<file path="src/rtl/id_stage_decoder_pkg.sv">
// Shared definitions for the decode stage: opcode map, branch-condition codes,
// store-select codes and the registered control bundle.
package id_stage_decoder_pkg;

  localparam int OPC_W = 6;

  localparam logic [OPC_W-1:0] OP_LDA   = 6'h00;
  localparam logic [OPC_W-1:0] OP_LDB   = 6'h01;
  localparam logic [OPC_W-1:0] OP_STA   = 6'h02;
  localparam logic [OPC_W-1:0] OP_STB   = 6'h03;
  localparam logic [OPC_W-1:0] OP_ADDA  = 6'h04;
  localparam logic [OPC_W-1:0] OP_ADDB  = 6'h05;
  localparam logic [OPC_W-1:0] OP_SUBA  = 6'h06;
  localparam logic [OPC_W-1:0] OP_SUBB  = 6'h07;
  localparam logic [OPC_W-1:0] OP_ANDA  = 6'h08;
  localparam logic [OPC_W-1:0] OP_ANDB  = 6'h09;
  localparam logic [OPC_W-1:0] OP_ORA   = 6'h0A;
  localparam logic [OPC_W-1:0] OP_ORB   = 6'h0B;
  localparam logic [OPC_W-1:0] OP_LDCA  = 6'h0C;
  localparam logic [OPC_W-1:0] OP_LDCB  = 6'h0D;
  localparam logic [OPC_W-1:0] OP_ADDCA = 6'h0E;
  localparam logic [OPC_W-1:0] OP_ADDCB = 6'h0F;
  localparam logic [OPC_W-1:0] OP_SUBCA = 6'h10;
  localparam logic [OPC_W-1:0] OP_SUBCB = 6'h11;
  localparam logic [OPC_W-1:0] OP_ANDCA = 6'h12;
  localparam logic [OPC_W-1:0] OP_ANDCB = 6'h13;
  localparam logic [OPC_W-1:0] OP_ORCA  = 6'h14;
  localparam logic [OPC_W-1:0] OP_ORCB  = 6'h15;
  localparam logic [OPC_W-1:0] OP_ASLA  = 6'h16;
  localparam logic [OPC_W-1:0] OP_ASRA  = 6'h17;
  localparam logic [OPC_W-1:0] OP_JMP   = 6'h18;
  localparam logic [OPC_W-1:0] OP_BAEQ  = 6'h20;
  localparam logic [OPC_W-1:0] OP_BANE  = 6'h21;
  localparam logic [OPC_W-1:0] OP_BACS  = 6'h22;
  localparam logic [OPC_W-1:0] OP_BACC  = 6'h23;
  localparam logic [OPC_W-1:0] OP_BAMI  = 6'h24;
  localparam logic [OPC_W-1:0] OP_BAPL  = 6'h25;
  localparam logic [OPC_W-1:0] OP_BBEQ  = 6'h26;
  localparam logic [OPC_W-1:0] OP_BBNE  = 6'h27;
  localparam logic [OPC_W-1:0] OP_BBCS  = 6'h28;
  localparam logic [OPC_W-1:0] OP_BBCC  = 6'h29;
  localparam logic [OPC_W-1:0] OP_BBMI  = 6'h2A;
  localparam logic [OPC_W-1:0] OP_BBPL  = 6'h2B;

  localparam logic [3:0] BR_NONE = 4'd0;
  localparam logic [3:0] BR_BAEQ = 4'd1;
  localparam logic [3:0] BR_BANE = 4'd2;
  localparam logic [3:0] BR_BACS = 4'd3;
  localparam logic [3:0] BR_BACC = 4'd4;
  localparam logic [3:0] BR_BAMI = 4'd5;
  localparam logic [3:0] BR_BAPL = 4'd6;
  localparam logic [3:0] BR_BBEQ = 4'd7;
  localparam logic [3:0] BR_BBNE = 4'd8;
  localparam logic [3:0] BR_BBCS = 4'd9;
  localparam logic [3:0] BR_BBCC = 4'd10;
  localparam logic [3:0] BR_BBMI = 4'd11;
  localparam logic [3:0] BR_BBPL = 4'd12;

  typedef enum logic [1:0] {
    ST_NONE = 2'd0,
    ST_A    = 2'd1,
    ST_B    = 2'd2
  } store_sel_e;

  typedef struct packed {
    logic       write_a;
    logic       write_b;
    logic       alu_src_a;
    logic       alu_src_b;
    logic       mem_we;
    logic       wb_mem;
    store_sel_e store_sel;
    logic       jump;
    logic [3:0] branch;
    logic       illegal;
  } ctrl_t;

endpackage

</file>
<file path="src/rtl/id_stage_decoder_inst_decode_comb.sv">
// Purely combinational opcode decode into the control bundle, plus which
// accumulators the instruction reads (used by the load-use interlock).
module inst_decode_comb
  import id_stage_decoder_pkg::*;
(
  input  logic [OPC_W-1:0] opcode,
  output ctrl_t            ctrl,
  output logic             reads_a,
  output logic             reads_b
);

  always_comb begin
    ctrl    = '0;
    reads_a = 1'b0;
    reads_b = 1'b0;
    case (opcode)
      OP_LDA: begin ctrl.write_a = 1'b1; ctrl.wb_mem = 1'b1; end
      OP_LDB: begin ctrl.write_b = 1'b1; ctrl.wb_mem = 1'b1; end
      OP_STA: begin ctrl.mem_we = 1'b1; ctrl.store_sel = ST_A; reads_a = 1'b1; end
      OP_STB: begin ctrl.mem_we = 1'b1; ctrl.store_sel = ST_B; reads_b = 1'b1; end
      OP_ADDA, OP_SUBA, OP_ANDA, OP_ORA: begin
        ctrl.write_a = 1'b1; reads_a = 1'b1; reads_b = 1'b1;
      end
      OP_ADDB, OP_SUBB, OP_ANDB, OP_ORB: begin
        ctrl.write_b = 1'b1; reads_a = 1'b1; reads_b = 1'b1;
      end
      // Load-constant passes the constant through the ALU against a zero operand
      OP_LDCA: begin ctrl.write_a = 1'b1; ctrl.alu_src_a = 1'b1; ctrl.alu_src_b = 1'b1; end
      OP_LDCB: begin ctrl.write_b = 1'b1; ctrl.alu_src_a = 1'b1; ctrl.alu_src_b = 1'b1; end
      OP_ADDCA, OP_SUBCA, OP_ANDCA, OP_ORCA, OP_ASLA, OP_ASRA: begin
        ctrl.write_a = 1'b1; ctrl.alu_src_b = 1'b1; reads_a = 1'b1;
      end
      OP_ADDCB, OP_SUBCB, OP_ANDCB, OP_ORCB: begin
        ctrl.write_b = 1'b1; ctrl.alu_src_b = 1'b1; reads_b = 1'b1;
      end
      OP_JMP: ctrl.jump = 1'b1;
      // Branch opcodes are contiguous and in the same order as the BR_ codes
      OP_BAEQ, OP_BANE, OP_BACS, OP_BACC, OP_BAMI, OP_BAPL: begin
        ctrl.branch = BR_BAEQ + 4'(opcode - OP_BAEQ); reads_a = 1'b1;
      end
      OP_BBEQ, OP_BBNE, OP_BBCS, OP_BBCC, OP_BBMI, OP_BBPL: begin
        ctrl.branch = BR_BAEQ + 4'(opcode - OP_BAEQ); reads_b = 1'b1;
      end
      default: ctrl.illegal = 1'b1;
    endcase
  end

endmodule

</file>
<file path="src/rtl/id_stage_decoder.sv">
// Registered instruction-decode stage: valid/ready handshake, one-bubble
// load-use interlock, flush, illegal flagging and a saturating stall counter.
module id_stage_decoder
  import id_stage_decoder_pkg::*;
#(
  parameter int INST_W   = 16,
  parameter int DATA_W   = 16,
  parameter int CNT_W    = 16,
  parameter int LU_STALL = 1
) (
  input  logic              clk,
  input  logic              rst_n,
  input  logic              if_valid,
  input  logic [INST_W-1:0] if_inst,
  output logic              id_ready,
  input  logic              ex_ready,
  input  logic              flush,
  input  logic              cnt_clr,
  output logic              id_valid,
  output logic [DATA_W-1:0] id_const,
  output logic              id_write_a,
  output logic              id_write_b,
  output logic              id_alu_src_a,
  output logic              id_alu_src_b,
  output logic              id_mem_we,
  output logic              id_wb_mem,
  output logic [1:0]        id_store_sel,
  output logic              id_jump,
  output logic [3:0]        id_branch,
  output logic              id_illegal,
  output logic [CNT_W-1:0]  stall_cnt
);

  logic [OPC_W-1:0]  opcode;
  ctrl_t             dec_ctrl;
  ctrl_t             ctrl_q;
  logic              dec_reads_a;
  logic              dec_reads_b;
  logic [DATA_W-1:0] dec_const;
  logic [DATA_W-1:0] const_q;
  logic              valid_q;
  logic              hazard;

  assign opcode = if_inst[INST_W-1 -: OPC_W];

  inst_decode_comb u_decode (
    .opcode  (opcode),
    .ctrl    (dec_ctrl),
    .reads_a (dec_reads_a),
    .reads_b (dec_reads_b)
  );

  always_comb begin
    dec_const = '0;
    for (int i = 0; i < DATA_W && i < INST_W - OPC_W; i++) dec_const[i] = if_inst[i];
  end

  // A load in the register feeding an accumulator the incoming instruction reads
  assign hazard = (LU_STALL != 0) && valid_q && ctrl_q.wb_mem && if_valid &&
                  ((ctrl_q.write_a && dec_reads_a) || (ctrl_q.write_b && dec_reads_b));

  assign id_ready = flush || ((!valid_q || ex_ready) && !hazard);

  always_ff @(posedge clk or negedge rst_n) begin
    if (!rst_n) begin
      valid_q <= 1'b0;
      ctrl_q  <= '0;
      const_q <= '0;
    end else if (flush) begin
      valid_q <= 1'b0;
      ctrl_q  <= '0;
      const_q <= '0;
    end else if (valid_q && !ex_ready) begin
      valid_q <= valid_q;
    end else if (hazard || !if_valid) begin
      valid_q <= 1'b0;
      ctrl_q  <= '0;
      const_q <= '0;
    end else begin
      valid_q <= 1'b1;
      ctrl_q  <= dec_ctrl;
      const_q <= dec_const;
    end
  end

  always_ff @(posedge clk or negedge rst_n) begin
    if (!rst_n) begin
      stall_cnt <= '0;
    end else if (cnt_clr) begin
      stall_cnt <= '0;
    end else if (!flush && hazard && ex_ready && stall_cnt != '1) begin
      stall_cnt <= stall_cnt + 1'b1;
    end
  end

  assign id_valid     = valid_q;
  assign id_const     = const_q;
  assign id_write_a   = ctrl_q.write_a;
  assign id_write_b   = ctrl_q.write_b;
  assign id_alu_src_a = ctrl_q.alu_src_a;
  assign id_alu_src_b = ctrl_q.alu_src_b;
  assign id_mem_we    = ctrl_q.mem_we;
  assign id_wb_mem    = ctrl_q.wb_mem;
  assign id_store_sel = ctrl_q.store_sel;
  assign id_jump      = ctrl_q.jump;
  assign id_branch    = ctrl_q.branch;
  assign id_illegal   = ctrl_q.illegal;

endmodule

</file>
<file path="config.mk">
export PLATFORM = sky130hd
export DESIGN_NAME = id_stage_decoder
export DESIGN_NICKNAME = d
export VERILOG_FILES = /design/src/rtl/id_stage_decoder_pkg.sv /design/src/rtl/id_stage_decoder_inst_decode_comb.sv /design/src/rtl/id_stage_decoder.sv
export SDC_FILE = /design/constraint.sdc
export NUM_CORES = 1
export LEC_CHECK = 0
export ABC_AREA = 1
export CORE_ASPECT_RATIO = 0.8
export CORE_UTILIZATION = 35
export DETAILED_ROUTE_END_ITERATION = 16
export PLACE_DENSITY_LB_ADDON = 0.1
export SLEW_MARGIN = 20
export SYNTH_ARGS = -nofsm -noshare
export SYNTH_HDL_FRONTEND = slang
export SYNTH_SLANG_ARGS = --single-unit
</file>
<file path="constraint.sdc">
create_clock -name clk -period 4.11 [get_ports clk]
set_input_delay 0.822 -clock clk [delete_from_list [all_inputs] [get_ports clk]]
set_output_delay 0.822 -clock clk [all_outputs]
set_load 0.1 [all_outputs]
</file>
==> results of run 1 <==
## Yosys cell counts, drive strengths merged (4+ instances only)
master,count
xor2,7
o21ai,15
buf,13
nor2,46
clkbuf,9
nor3,5
nor3b,4
nand4,5
inv,25
a31oi,4
nand2,125
nand3,52
a21oi,4
ha,5
dfrtp,41
## flip-flops by register name (all words and copies together) (netlist names)
name,cells
stall_cnt,16
id_jump,1
id_const,10
id_alu_src_b,1
id_alu_src_a,1
id_store_sel,2
id_illegal,1
id_write_a,1
id_valid,1
id_branch,4
id_wb_mem,1
id_write_b,1
id_mem_we,1
## per-layer routing
| metal | part of all wire [%] | vias to the layer above | wire length, µm | track usage, % |
|---|---|---|---|---|
| met5 | 0 | - | 0 | 0 |
| met4 | 1.2 | 0 | 82 | 4.85 |
| met3 | 5.8 | 8 | 392 | 3.85 |
| met2 | 44 | 95 | 3010 | 29.2 |
| met1 | 49 | 1204 | 3300 | 24.3 |
| li1 | - | 1317 | - | - |
## cell type report
type	instances	area [µm²]
timing repair buffer	66	658
tap	105	131
clock inverter	2	35.0
sequential	41	1030
multi-input combinational	291	1440
inverter	27	101
clock buffer	5	68.8
fill	752	3940
## metrics by stage
stage               setup slack (ns)  instances  hold WS (ns)  util [%]  cell area, µm²
floorplan                      0.454        381         0.526         -            2690
global placement               0.328        530         0.465      45.3            3350
detailed placement             0.314        530         0.470      45.3            3350
CTS                            0.308        537         0.492      46.8            3460
global route                   0.135        537         0.510      46.8            3460
finish                         0.313        537         0.483      46.8            3460
## kinds of logic after synthesis
group / Yosys count
AOI/OAI and AO/OA: 31
buffers and inverters: 49
xor gates and xnor gates: 8
and+or+nand+nor: 241
adders and majority gates: 5
other: 1
DFF: 41
## power breakdown
part,switching (mW),leakage [nW],internal (mW)
Combinational,0.190,1.06,0.0625
Clock,0.138,0.0540,0.177
Sequential,0.00880,0.563,0.414
## worst min-delay path, delay by kind of cell, from the launching register on
family	cells	cell delay, ns
flops	1	0.34
simple gates	2	0.11
## how the worst max path moves through the flow
stage / to / slack, ns / cells past startpoint
2_1_floorplan: id_ready / 0.45 / 12
3_5_place_dp: id_ready / 0.31 / 13
3_3_place_gp: id_ready / 0.33 / 11
6_report: id_ready / 0.31 / 13
4_1_cts: id_ready / 0.31 / 13
5_1_grt: id_ready / 0.14 / 12
==> impl_metrics.tcl, run 1 <==
set metrics [dict create \
    reg2reg_from "stall_cnt[0]$_DFFE_PN0P_" \
    grt_max_degree 42 \
    tritoncts_buffers 5 \
    number_of_synthesized_register_bits 41 \
    drt-pass1-iter-count 4 \
    critPathLaunch "if_inst[10]" \
    setup_viol_count_final 0 \
    share_of_synthesized_area_occupied_by_flip_flops_and_latches_pct 38.5 \
    average_size_of_a_mapped_cell_um2 7.08 \
    post_cts_resized 0 \
    cts_hold_buf 0 \
    startpoint_of_the_tightest_hold_check_path "id_const[6]$_DFFE_PN0P_" \
    final-max-slew-violation-count 0 \
    grt_usage_pct 18.0 \
    number_of_global_route_vias_before_repair 2434 \
    post-dp-hpwl_um 4880 \
    worstMarginPinSlew_ns 0.998 \
    class_of_the_most_critical_hold_timing_path "reg2reg" \
    reg2reg_slack_ns 1.82 \
    p_total_mw 0.990 \
    floorplan.io_pins 70 \
    most-common-layout-cells "121 x sky130_fd_sc_hd__nand2_1, 61 x sky130_fd_sc_hd__clkdlybuf4s50_1, 51 x sky130_fd_sc_hd__nand3_1" \
    wl_per_cell_um 12.6 \
    layout_worst_path_cycle_share_pct 92.4 \
    grt_remaining_overflow 0 \
    timing.hold.worst_path_depth 2 \
    rows 28 \
    synth_top_cells_by_area "sky130_fd_sc_hd__dfrtp_1 39%, sky130_fd_sc_hd__nand2_1 17%, sky130_fd_sc_hd__nand3_1 9.6%" \
    max_freq_mhz 263 \
    muxShareOfSynthArea_pct 0 \
    number_of_different_library_cells_in_the_post_synthesis_netlist 38 \
    syn_to_final_growth_pct 29.7 \
    ir_worst_vdd_v 0.000156 \
    critical_path_class "in2out" \
    cts_tree "done" \
    drcViolationCount 0 \
    worst_setup_hold_path_clk_slew_ns 0.07 \
    diodes 0 \
    dieHeight_um 80.0 \
    cts_buffer_depth 2 \
    cts_setup_buffers 0 \
    yosys_warnings 0 \
    r2r_cells 12 \
    arrival_ns 2.97 \
    timing.critical_path.required_ns 3.29 \
    worst_path_max_delay_cell "sky130_fd_sc_hd__clkdlybuf4s50_1" \
    timing.critical_path.to_type "output port" \
    crit_fanout 8 \
    hold-path-endpoint "id_const[6]$_DFFE_PN0P_" \
    clock_sinks 41 \
    maximum_clock_skew_at_final_layout_ns 0.00878 \
    dominant_combinational_cell_family_by_area_after_synthesis "simple AND/OR/NAND/NOR gates" \
    initial_utilization_pct 36.0 \
    grt_pass1_wl_um 11400 \
    syn_inst 376 \
    detailroute.via_count 2624 \
    post-synth-top-area-cell "sky130_fd_sc_hd__dfrtp_1" \
    critical_path.reg2reg.endpoint "stall_cnt[12]$_DFFE_PN0P_" \
    clock_latency_ns 0.29 \
    detail_route.vias_per_cell 4.89 \
    power_density_nw_per_um2 287 \
    floorplan.die.width_um 99.5 \
    finalNetCount 459 \
    synth_edf_count 0 \
    crit_path_cell_trace "clkdlybuf4s50_1 -> inv_1 -> ha_1 -> nand3_1 -> inv_2 -> nand2_1 -> nand2_1 -> nor2_1 -> nand2_1 -> o21ai_1 -> nand2_2 -> a31oi_2 -> buf_12" \
    ys_dominant_reg_cell "sky130_fd_sc_hd__dfrtp_1" \
    synth_compound_area_share_pct 7.19 \
    cp_num_buf_inv 4 \
    power.static_leakage_nw 1.68 \
    drv_cap 0 \
    post_synth_and_or_nand_nor_area_fraction_pct 40.4 \
    htree_levels 2 \
    maximum_cell_stage_delay_along_the_critical_path_ns 0.51 \
    timing.critical_path.mode_cell "sky130_fd_sc_hd__nand2_1" \
    routed_wl_um 6780 \
    period_minus_slack_ns 3.80 \
    final_common_cell "sky130_fd_sc_hd__nand2_1" \
    start_kind "input port" \
    outcome "complete, no violations" \
    drive_gt1_share_pct 6.94 \
    synth.cell_area_um2 2660 \
    synth_largest_type_area_fraction_pct 38.5 \
    post_synth_xor_area_fraction_pct 2.63 \
    drtIter0Drc 143 \
    cts_root_buffer "sky130_fd_sc_hd__clkbuf_8" \
    async_flop_share_pct 100 \
    critical_path.top_delay_family "buffers and inverters" \
    unrepaired_setup_endpoints_after_global_routing "no" \
    fp.dieArea_um2 7970 \
    fin_tns_setup_ns 0 \
    post_synth_fa_ha_maj_area_fraction_pct 2.35 \
    antenna_found_initial 0 \
    place_congestion 0.950 \
    antenna_violating_nets_post_route 0 \
    timing.max_slew.rel_slack_pct 33.3 \
    core_um2 7390 \
    finalHoldViolations 0 \
    numPortBuffers 63 \
]
No activity file was read; power rests on OpenSTA's default activity.
==> run 2: changes to the inputs <==
DONT_BUFFER_PORTS = 1   (was not set)
SYNTH_HIERARCHICAL = 1   (was not set)
==> impl_metrics.tcl, run 2 <==
set metrics [dict create \
    outcome "complete, no violations" \
    numPortBuffers 0 \
    floorplan.die.width_um 104 \
    critical_path_class "in2out" \
    number_of_synthesized_register_bits 41 \
    clock_latency_ns 0.30 \
    post_cts_resized 0 \
    diodes 0 \
    synth_top_cells_by_area "sky130_fd_sc_hd__dfrtp_1 35%, sky130_fd_sc_hd__nand3_1 14%, sky130_fd_sc_hd__nand2_1 13%" \
    clock_sinks 41 \
    detailroute.via_count 2591 \
    fin_tns_setup_ns 0 \
    drt-pass1-iter-count 4 \
    grt_pass1_wl_um 12300 \
    initial_utilization_pct 36.5 \
    synth_edf_count 0 \
    layout_worst_path_cycle_share_pct 83.1 \
    setup_viol_count_final 0 \
    critPathLaunch "if_inst[10]" \
    htree_levels 2 \
    worstMarginPinSlew_ns 1.06 \
    syn_inst 401 \
    share_of_synthesized_area_occupied_by_flip_flops_and_latches_pct 35.1 \
    unrepaired_setup_endpoints_after_global_routing "no" \
    wl_per_cell_um 14.4 \
    place.detailed.instances 516 \
    cts_root_buffer "sky130_fd_sc_hd__clkbuf_8" \
    core_um2 8020 \
    number_of_different_library_cells_in_the_post_synthesis_netlist 33 \
    async_flop_share_pct 100 \
    ys_dominant_reg_cell "sky130_fd_sc_hd__dfrtp_1" \
    power_density_nw_per_um2 271 \
    timing.critical_path.to_type "output port" \
    drv_cap 0 \
    antenna_violating_nets_post_route 0 \
    yosys_warnings 6 \
    final_common_cell "sky130_fd_sc_hd__nand2_1" \
    crit_path_cell_trace "inv_1 -> ha_1 -> nor2_1 -> nor2_2 -> nor2_2 -> a21oi_4 -> nor2_1 -> nand3_1 -> nand2_1 -> nand2_1 -> nand3_1 -> and2_1 -> buf_4" \
    placed_area_um2 3090 \
    timing.max_slew.rel_slack_pct 29.5 \
    cts_buffer_depth 2 \
    power.static_leakage_nw 1.66 \
    maximum_clock_skew_at_final_layout_ns 0.00691 \
    synth_largest_type_area_fraction_pct 35.1 \
    max_freq_mhz 293 \
    ir_worst_vdd_v 0.000157 \
    cts_tree "done" \
    final_cell_count_no_fill 524 \
    register_bank_with_the_most_flops "stall_cnt" \
    drive_gt1_share_pct 19.5 \
    class_of_the_most_critical_hold_timing_path "in2async" \
    period_minus_slack_ns 3.42 \
    finalHoldViolations 0 \
    maximum_cell_stage_delay_along_the_critical_path_ns 0.30 \
    timing.critical_path.required_ns 3.29 \
    crit_fanout 8 \
    design_area_um2 3180 \
    post-dp-hpwl_um 5500 \
    synth.top_cells.by_count "99 x sky130_fd_sc_hd__nand2_1, 79 x sky130_fd_sc_hd__nand3_1, 43 x sky130_fd_sc_hd__nor2_1" \
    worst_path_max_delay_cell "sky130_fd_sc_hd__ha_1" \
    average_size_of_a_mapped_cell_um2 7.29 \
    cts_setup_buffers 0 \
    largest_register_ff_count 16 \
    post-synth-top-area-cell "sky130_fd_sc_hd__dfrtp_1" \
    grt_usage_pct 17.9 \
    floorplan.io_pins 70 \
    cts_hold_buf 0 \
    grt_remaining_overflow 0 \
    final-max-slew-violation-count 0 \
    most-common-layout-cells "99 x sky130_fd_sc_hd__nand2_1, 79 x sky130_fd_sc_hd__nand3_1, 42 x sky130_fd_sc_hd__nor2_1" \
    antenna_found_initial 0 \
    reg2reg_from "stall_cnt[9]$_DFFE_PN0P_" \
    drcViolationCount 0 \
    tritoncts_buffers 5 \
    grt_max_degree 42 \
    yosysMostFrequentCell "sky130_fd_sc_hd__nand2_1" \
    number_of_global_route_vias_before_repair 2367 \
    dieHeight_um 83.8 \
    detail_route.vias_per_cell 4.94 \
    routed_wl_um 7550 \
    start_kind "input port" \
    drtIter0Drc 117 \
    arrival_ns 2.59 \
    finalNetCount 443 \
    final_core_util_pct 39.7 \
    worst_setup_hold_path_clk_slew_ns 0.09 \
    rows 29 \
    fp.dieArea_um2 8730 \
    synth.cell_area_um2 2920 \
    syn_to_final_growth_pct 8.77 \
    place_congestion 0.916 \
]
[run 2: cell count changes in the layout (fill, tap and decap cells not counted), moves of 13 or more]
cell,delta
sky130_fd_sc_hd__clkdlybuf4s50_1,-61
sky130_fd_sc_hd__nand3_2,+13
sky130_fd_sc_hd__nand2_1,-22
sky130_fd_sc_hd__buf_4,+20
sky130_fd_sc_hd__nand3_1,+28
[run 2: final cells by class]
type | instances | area, µm²
timing repair buffer | 23 | 173
sequential | 41 | 1030
multi-input combinational | 309 | 1620
tap | 108 | 135
inverter | 35 | 133
clock inverter | 3 | 21.3
fill | 846 | 4840
clock buffer | 5 | 68.8
[run 2: report_power, final]
group          internal (mW)  switching (mW)  total, mW
clock network          0.121           0.157      0.278
logic                 0.0261          0.0944      0.121
registers              0.410          0.0546      0.464
[run 2: worst paths after layout]
check                                       endpoint  slack (ns)  cells past startpoint
min in group clk            stall_cnt[1]$_DFFE_PN0P_        0.61                      3
setup reg to reg           stall_cnt[15]$_DFFE_PN0P_        1.88                      9
hold reg to reg             stall_cnt[1]$_DFFE_PN0P_        0.61                      3
hold / removal             stall_cnt[11]$_DFFE_PN0P_        0.21                      0
max in group asynchronous    id_const[1]$_DFFE_PN0P_        3.81                      0
setup / recovery                            id_ready        0.69                     13
[run 2: worst max-delay path, delay by kind of cell]
| kind | cells | cell delay (ns) |
|---|---|---|
| compound gates | 1 | 0.08 |
| fa+ha+maj | 1 | 0.30 |
| buf+inv | 2 | 0.32 |
| simple gates | 9 | 1.07 |
[run 2: stage by stage]
| stage | hold WS [ns] | total power [mW] | setup WS [ns] |
|---|---|---|---|
| floorplan | 0.526 | 0.582 | 0.472 |
| global placement | 0.528 | 0.594 | 0.703 |
| detailed placement | 0.528 | 0.591 | 0.683 |
| CTS | 0.195 | 0.873 | 0.680 |
| global route | 0.189 | 0.899 | 0.505 |
| finish | 0.210 | 0.862 | 0.695 |
[run 2: kinds of logic (layout without fill, tap and decap cells)]
family | Yosys count | after routing | synth area share (%)
AND/OR/NAND/NOR | 270 | 270 | 45.2
buffers and inverters | 56 | 66 | 10.1
flip-flops | 41 | 41 | 35.1
AO/OA/AOI/OAI | 18 | 18 | 4.24
XOR/XNOR | 9 | 9 | 2.70
adder cells (fa/ha/maj) | 6 | 6 | 2.57
other | 1 | 6 | 0.128
[run 2: layer usage]
metal	track usage [%]	vias to the layer above	wire length [µm]
li1	-	1308	-
met1	27.6	1202	3980
met2	23.9	79	2930
met3	5.46	2	613
met4	3.51	0	29
met5	0	-	0
==> run 3: changes to the inputs <==
clock period = 3.4 ns   (was 4.11 ns; I/O delays follow)
==> impl_metrics.tcl, run 3 (synthesized netlist as in run 2, its figures left out) <==
set metrics [dict create \
    timing.critical_path.to_type "output port" \
    timing.critical_path.required_ns 2.72 \
    cts_buffer_depth 2 \
    final-max-slew-violation-count 0 \
    design_area_um2 3240 \
    drive_gt1_share_pct 20.0 \
    most-common-layout-cells "99 x sky130_fd_sc_hd__nand2_1, 79 x sky130_fd_sc_hd__nand3_1, 42 x sky130_fd_sc_hd__nor2_1" \
    final_common_cell "sky130_fd_sc_hd__nand2_1" \
    outcome "complete, no violations" \
    power_density_nw_per_um2 341 \
    critical_path_class "in2out" \
    drt-pass1-iter-count 4 \
    detailroute.via_count 2625 \
    floorplan.die.width_um 104 \
    rows 29 \
    fp.dieArea_um2 8730 \
    drtIter0Drc 91 \
    htree_levels 2 \
    timing.hold.ws_ns 0.0723 \
    tritoncts_buffers 5 \
    max_freq_mhz 323 \
    post-dp-hpwl_um 5610 \
    diodes 0 \
    grt_pass1_wl_um 13000 \
    finalHoldViolations 0 \
    grt_usage_pct 18.5 \
    cts_hold_buf 0 \
    worst_setup_hold_path_clk_slew_ns 0.08 \
    setup_viol_count_final 0 \
    drv_cap 0 \
    critPathLaunch "if_inst[10]" \
    cts_root_buffer "sky130_fd_sc_hd__clkbuf_8" \
    cts_setup_buffers 0 \
    power.static_leakage_nw 1.70 \
    ir_worst_vdd_v 0.000218 \
    numPortBuffers 0 \
    reg2reg_slack_ns 1.32 \
    grt_max_degree 42 \
    place_congestion 0.858 \
    floorplan.io_pins 70 \
    fin_tns_setup_ns 0 \
    maximum_clock_skew_at_final_layout_ns 0.00634 \
    clock_latency_ns 0.29 \
    wl_per_cell_um 14.3 \
    finalNetCount 447 \
    grt_remaining_overflow 0 \
    drcViolationCount 0 \
    placed_area_um2 3130 \
    worstMarginPinSlew_ns 0.921 \
    arrival_ns 2.41 \
    crit_fanout 8 \
    layout_worst_path_cycle_share_pct 91.0 \
    syn_to_final_growth_pct 11.0 \
    reg2reg_from "id_valid$_DFFE_PN0P_" \
    routed_wl_um 7570 \
    clock_sinks 41 \
    antenna_violating_nets_post_route 0 \
    initial_utilization_pct 36.5 \
    dieHeight_um 83.8 \
    antenna_found_initial 0 \
    start_kind "input port" \
    post_cts_resized 0 \
    timing.max_slew.rel_slack_pct 38.6 \
    class_of_the_most_critical_hold_timing_path "in2async" \
    register_bank_with_the_most_flops "stall_cnt" \
    cts_tree "done" \
    core_um2 8020 \
    number_of_global_route_vias_before_repair 2471 \
    detail_route.vias_per_cell 4.97 \
    unrepaired_setup_endpoints_after_global_routing "no" \
    largest_register_ff_count 16 \
    period_minus_slack_ns 3.09 \
]
-- run 3: changes by cell type in the layout (fill, tap and decap cells not counted), sizes merged --
cell | previous run | this run
buf | 23 | 27
bufinv | 0 | 1
clkinvlp | 1 | 0
clkbuf | 5 | 6
inv | 35 | 34
-- run 3: per-stage QoR --
stage | worst slack [ns] | power (mW) | utilization, % | instances
floorplan | 0.0463 | 0.704 | - | 406
CTS | 0.297 | 1.13 | 40.5 | 528
global route | 0.112 | 1.17 | 40.5 | 528
detailed placement | 0.294 | 0.720 | 39.1 | 520
finish | 0.307 | 1.11 | 40.5 | 528
global placement | 0.335 | 0.722 | 39.1 | 520
-- run 3: critical path, stage by stage --
cell and delay [ns]:
sky130_fd_sc_hd__inv_1 0.04, sky130_fd_sc_hd__ha_1 0.31, sky130_fd_sc_hd__nor2_1 0.21, sky130_fd_sc_hd__nor2_2 0.07, sky130_fd_sc_hd__nor2_2 0.16, sky130_fd_sc_hd__a21oi_4 0.08
sky130_fd_sc_hd__nor2_1 0.08, sky130_fd_sc_hd__nand3_1 0.07, sky130_fd_sc_hd__nand2_1 0.06, sky130_fd_sc_hd__nand2_1 0.09, sky130_fd_sc_hd__nand3_1 0.16, sky130_fd_sc_hd__and2_1 0.22
sky130_fd_sc_hd__buf_12 0.19
-- run 3: path summary, 6_finish.rpt --
kind | endpoint | depth (start not counted)
max | id_ready | 13
min | stall_cnt[5]$_DFFE_PN0P_ | 0
max reg2reg | stall_cnt[15]$_DFFE_PN0P_ | 9
min reg2reg | stall_cnt[3]$_DFFE_PN0P_ | 2
max in group asynchronous | id_branch[0]$_DFFE_PN0P_ | 0
min in group clk | id_const[8]$_DFFE_PN0P_ | 2
-- run 3: final cells by class --
| type | instances | area [µm²] |
|---|---|---|
| inverters | 35 | 133 |
| well taps | 108 | 135 |
| clock buffers | 6 | 72.6 |
| repair buffers | 27 | 215 |
| clock inverters | 2 | 38.8 |
| fillers | 860 | 4770 |
| multi-input cells | 309 | 1620 |
| flip-flops and latches | 41 | 1030 |
-- run 3: where the power goes --
group          internal, mW  switching [mW]  total [mW]
clock                 0.221           0.176       0.397
sequential            0.495          0.0660       0.561
combinational        0.0339           0.115       0.149
total                 0.750           0.358        1.11
-- run 3: routing by layer --
layer	routed length, µm	share of wire (%)	vias up	track usage (%)
met5	0	0	-	0
met4	61	0.81	0	3.51
met3	620	8.2	7	4.68
met2	2980	39	93	26.1
met1	3910	52	1211	28.2
li1	-	-	1314	-
